===== src/rtl/t08_instruction_fetch.sv =====
// Instruction fetch stage for the team 08 RV32I core: owns the PC and issues word fetches.
// Optional macro T08_FETCH_MISALIGN_EN traps misaligned jump/branch targets instead of masking.
module t08_instruction_fetch #(
  parameter logic [31:0] RESET_PC = 32'h0000_0000
) (
  input  logic        clk,
  input  logic        rst,
  input  logic        stall,
  input  logic [31:0] mem_instr_data,
  input  logic        mem_instr_ack,
  input  logic        advance,
  input  logic        jump,
  input  logic        branch_taken,
  input  logic [31:0] target,
  output logic        fetch_req,
  output logic [31:0] fetch_addr,
  output logic [31:0] instruction,
  output logic        instr_valid,
  output logic [31:0] pc,
  output logic [31:0] pc_plus4,
  output logic        misaligned
);

  typedef enum logic {StIssue, StHold} state_e;

  state_e      state_q, state_d;
  logic [31:0] pc_q, pc_d;
  logic [31:0] instr_q, instr_d;
  logic        valid_q, valid_d;
  logic        redirect;
  logic [31:0] next_pc;

  assign redirect = jump | branch_taken;
  assign pc_plus4 = pc_q + 32'd4;
  assign next_pc  = redirect ? {target[31:2], 2'b00} : pc_plus4;

`ifdef T08_FETCH_MISALIGN_EN
  logic misaligned_q, misaligned_d;
  logic bad_target;

  assign bad_target = redirect && (target[1:0] != 2'b00);
`else
  // Low target bits are masked by next_pc; keep them visibly consumed.
  logic unused_target_lsb;
  assign unused_target_lsb = ^target[1:0];
`endif

  always_comb begin
    state_d   = state_q;
    pc_d      = pc_q;
    instr_d   = instr_q;
    valid_d   = valid_q;
    fetch_req = 1'b0;
`ifdef T08_FETCH_MISALIGN_EN
    misaligned_d = misaligned_q;
`endif
    unique case (state_q)
      StIssue: begin
        // A stall withdraws the request, so an ack in that cycle is discarded.
        fetch_req = !stall;
        if (fetch_req && mem_instr_ack) begin
          instr_d = mem_instr_data;
          valid_d = 1'b1;
          state_d = StHold;
        end
      end
      StHold: begin
`ifdef T08_FETCH_MISALIGN_EN
        if (advance && !misaligned_q) begin
          if (bad_target) begin
            misaligned_d = 1'b1;
          end else begin
            pc_d    = next_pc;
            valid_d = 1'b0;
            state_d = StIssue;
          end
        end
`else
        if (advance) begin
          pc_d    = next_pc;
          valid_d = 1'b0;
          state_d = StIssue;
        end
`endif
      end
      default: state_d = StIssue;
    endcase
  end

  always_ff @(posedge clk or posedge rst) begin
    if (rst) begin
      state_q <= StIssue;
      pc_q    <= RESET_PC;
      instr_q <= 32'h0000_0000;
      valid_q <= 1'b0;
    end else begin
      state_q <= state_d;
      pc_q    <= pc_d;
      instr_q <= instr_d;
      valid_q <= valid_d;
    end
  end

`ifdef T08_FETCH_MISALIGN_EN
  always_ff @(posedge clk or posedge rst) begin
    if (rst) begin
      misaligned_q <= 1'b0;
    end else begin
      misaligned_q <= misaligned_d;
    end
  end

  assign misaligned = misaligned_q;
`else
  assign misaligned = 1'b0;
`endif

  assign fetch_addr  = pc_q;
  assign pc          = pc_q;
  assign instruction = instr_q;
  assign instr_valid = valid_q;

endmodule


===== config.mk =====
export PLATFORM = sky130hd
export DESIGN_NAME = t08_instruction_fetch
export DESIGN_NICKNAME = d
export VERILOG_FILES = /design/src/rtl/t08_instruction_fetch.sv
export SDC_FILE = /design/constraint.sdc
export NUM_CORES = 1
export LEC_CHECK = 0
export CORE_ASPECT_RATIO = 0.75
export CORE_UTILIZATION = 41
export DETAILED_ROUTE_END_ITERATION = 8
export PLACE_DENSITY = 0.86
export SYNTH_ARGS = -nofsm -noshare
export SYNTH_HDL_FRONTEND = slang
export SYNTH_SLANG_ARGS = --single-unit
export TNS_END_PERCENT = 10

===== constraint.sdc =====
create_clock -name clk -period 2.1 [get_ports clk]
set_input_delay 0.21 -clock clk [delete_from_list [all_inputs] [get_ports clk]]
set_output_delay 0.21 -clock clk [all_outputs]
set_load 0.1 [all_outputs]

==> key figures <==
Status
  – Outcome: complete, but fails checks
  – Violated checks: setup timing

Critical path
  – Crit path capture type: output pin
  – WS Path Type: flop to output pin
  – Critical Path Source Type: flop
  – WP data arrival: 2.01 ns
  – Critical path fanouts, max: 6
  – CP Data Required Time: 1.89 ns

Yosys
  – Post-Synthesis Cell Area: 4000 um2
  – #FFs+latches synth: 64
  – FFs w/ async S/R, synth: 100%
  – Top-count cell post-synth: dfrtp_1
  – Number of enable flip-flop cells after synthesis: 0
  – Synth area leaders: dfrtp_1 40%, mux2_2 9.0%, buf_4 7.3%, xnor2_1 4.2%, nand4_1 3.1%
  – Post-Synthesis Cells: 409
  – Post-synth top area share: 40.0%
  – Sequential-to-total area share from yosys stat: 40.0%
  – Synth warn: 0
  – Yosys cell types: 56
  – Commonest cells in the netlist: 64 x dfrtp_1, 39 x buf_4, 32 x mux2_2
  – Mean post-synth cell area: 9.79 um2
  – Ys flop type: dfrtp_1
  – Largest area contributor in the netlist: dfrtp_1

Timing
  – Final setup viols: 16
  – RSZ-0062 raised after global routing: yes
  – Final min period: 2.22 ns
  – Setup Skew: 0.0120 ns
  – Tcrit/Tclk final: 106%
  – Final Worst Setup Slack: -0.123 ns
  – Final Hold Fails: 0
  – Max Freq: 450 MHz
  – Final Max Tran Viols: 0

GRT
  – First-pass GRT wire length: 22000 um
  – GRT met3 Usage: 5.40%
  – Overflow after GRT: 0
  – GRT Total Usage: 28.8%
  – Initial antenna violation count: 0
  – Global route hottest layer: met2
  – Vias in the first global route: 4205
  – Met1 usage: 36.7%
  – Met2 Resource Use GR: 48.1%
  – Largest net degree at the start of global routing: 39

Finish
  – Fin cells: 757
  – Share of cells above drive strength 1: 54.5%
  – N_diodes: 0
  – Final #Nets: 696
  – Final Instance Area: 7210 um2
  – # fillers: 563
  – P&R area growth vs syn: 80.1%

Die
  – FP Rows: 30
  – # IOs: 202
  – Die area: 10200 um2
  – Core area: 9270 um2
  – Die height: 87.6 um
  – Die W: 116 um
  – Initial core utilization: 43.2%

Drt
  – 1st-pass router iterations: 5
  – WL per Instance: 19.1 um
  – Post-route ant nets: 0
  – Detailed Route Iter0 Violations: 375
  – Final WL: 14400 um
  – Vias per std cell: 5.73
  – DRC Markers: 0
  – Via count: 4338

CTS
  – Clk root buf: clkbuf_16
  – Clock Pin Slew Worst Setup and Hold Paths: 0.06 ns
  – CTS Buf Count: 9
  – CTS H-Tree Depth: 3
  – Max clock buf depth: 2
  – CTS sink cnt: 64
  – Clk Latency, worst-skew pair: 0.34 ns
  – CTS tree: yes

Placement
  – DP HPWL: 10400 um
  – Gp weighted congestion: 0.900
  – Placed cell count: 714
  – Placed cell area: 6580 um2
  – Port buffer count: 192

Run
  – Max-cap viol count: 0

Worst hold path
  – HP Class: primary input to async pin
metal layers:
| metal | share of wire, % | up-vias |
|---|---|---|
| li1 | - | 1896 |
| met1 | 39 | 2111 |
| met2 | 49 | 289 |
| met3 | 8.9 | 42 |
| met4 | 3.0 | 0 |
| met5 | 0 | - |
what timing repair did:
action	4_1_cts	5_1_grt
cloned	0	0
hold buffers	0	0
pin swaps	16	14
setup endpoints to repair	22	24
buffers inserted	14	13
endpoints found under the hold margin	0	0
resized for setup	24	15
worst max-delay path: stages, from the launching register on:
cell	delay [ns]
dfrtp_2	0.41
and4_4	0.26
nand4_4	0.17
nor4_4	0.29
buf_4	0.18
xor2_4	0.17
buf_12	0.19
cell type report:
cell class / count / area, um2 / share of cell area, %
multi-input cells: 281 / 2520 / 35.0
inverters: 4 / 15.0 / 0.208
clock inverters: 7 / 48.8 / 0.677
repair buffers: 264 / 2600 / 36.1
well taps: 128 / 160 / 2.22
flip-flops and latches: 64 / 1640 / 22.7
clock buffers: 9 / 225 / 3.12
stage by stage:
stage	setup TNS (ns)	hold WS [ns]	util [%]	setup slack, ns
CTS	-1.40	0.243	76.0	-0.132
global placement	0	0.464	70.9	0.0908
floorplan	-19.66	0.340	-	-0.604
global route	-2.70	0.271	77.8	-0.222
finish	-1.35	0.247	77.8	-0.123
detailed placement	0	0.472	70.9	0.0570
sequential cells by signal (all words and copies together) (netlist names):
register and cells:
state_q 1, instr_valid 1, instruction 32, fetch_addr 30
layout by cell type (no fill, tap or decap), types with 4 or more instances in the layout:
master           count
and2_1               5
xnor2_4             10
buf_12              34
nand3_1             11
a22o_1               4
dfrtp_2             28
a22oi_1             12
o22a_1               4
nand2_1             24
a2bb2oi_1            4
o211ai_1             5
clkbuf_16            9
a21oi_1             13
clkdlybuf4s50_1     68
and4_4               4
xnor2_2              9
xor2_4               5
o21ai_0             12
nand4_1             20
dfrtp_1             36
and3_4               5
or2_2                4
mux2_2              32
nor2_1              18
buf_4              156
conb_1               7
nor2_2               4
a31oi_1              5
buf_6                6
cell families after synthesis:
logic type	Yosys count	share of synthesized area [%]
simple gates	134	19.7
xor+xnor	27	5.91
mux	32	9.00
other cells	1	0.0937
fa+ha+maj	1	0.313
flops	64	40.0
compound gates	80	14.2
buf+inv	70	10.8
final timing paths:
kind,from,endpoint,slack (ns),depth (start not counted)
worst max-delay path,fetch_addr[13]$_DFFE_PP0P_,pc_plus4[28],-0.12,6
max in group asynchronous,rst,fetch_addr[22]$_DFFE_PP0P_,1.61,3
min in group clk,target[3],fetch_addr[3]$_DFFE_PP0P_,0.48,3
worst min register to register,instr_valid$_DFFE_PP0P_,instr_valid$_DFFE_PP0P_,0.48,1
worst max register to register,fetch_addr[3]$_DFFE_PP0P_,fetch_addr[25]$_DFFE_PP0P_,0.29,6
worst min-delay path,rst,fetch_addr[27]$_DFFE_PP0P_,0.25,3
Power is not shown: default switching activity piles up to over one toggle a cycle in this logic, so the estimate is an artifact.
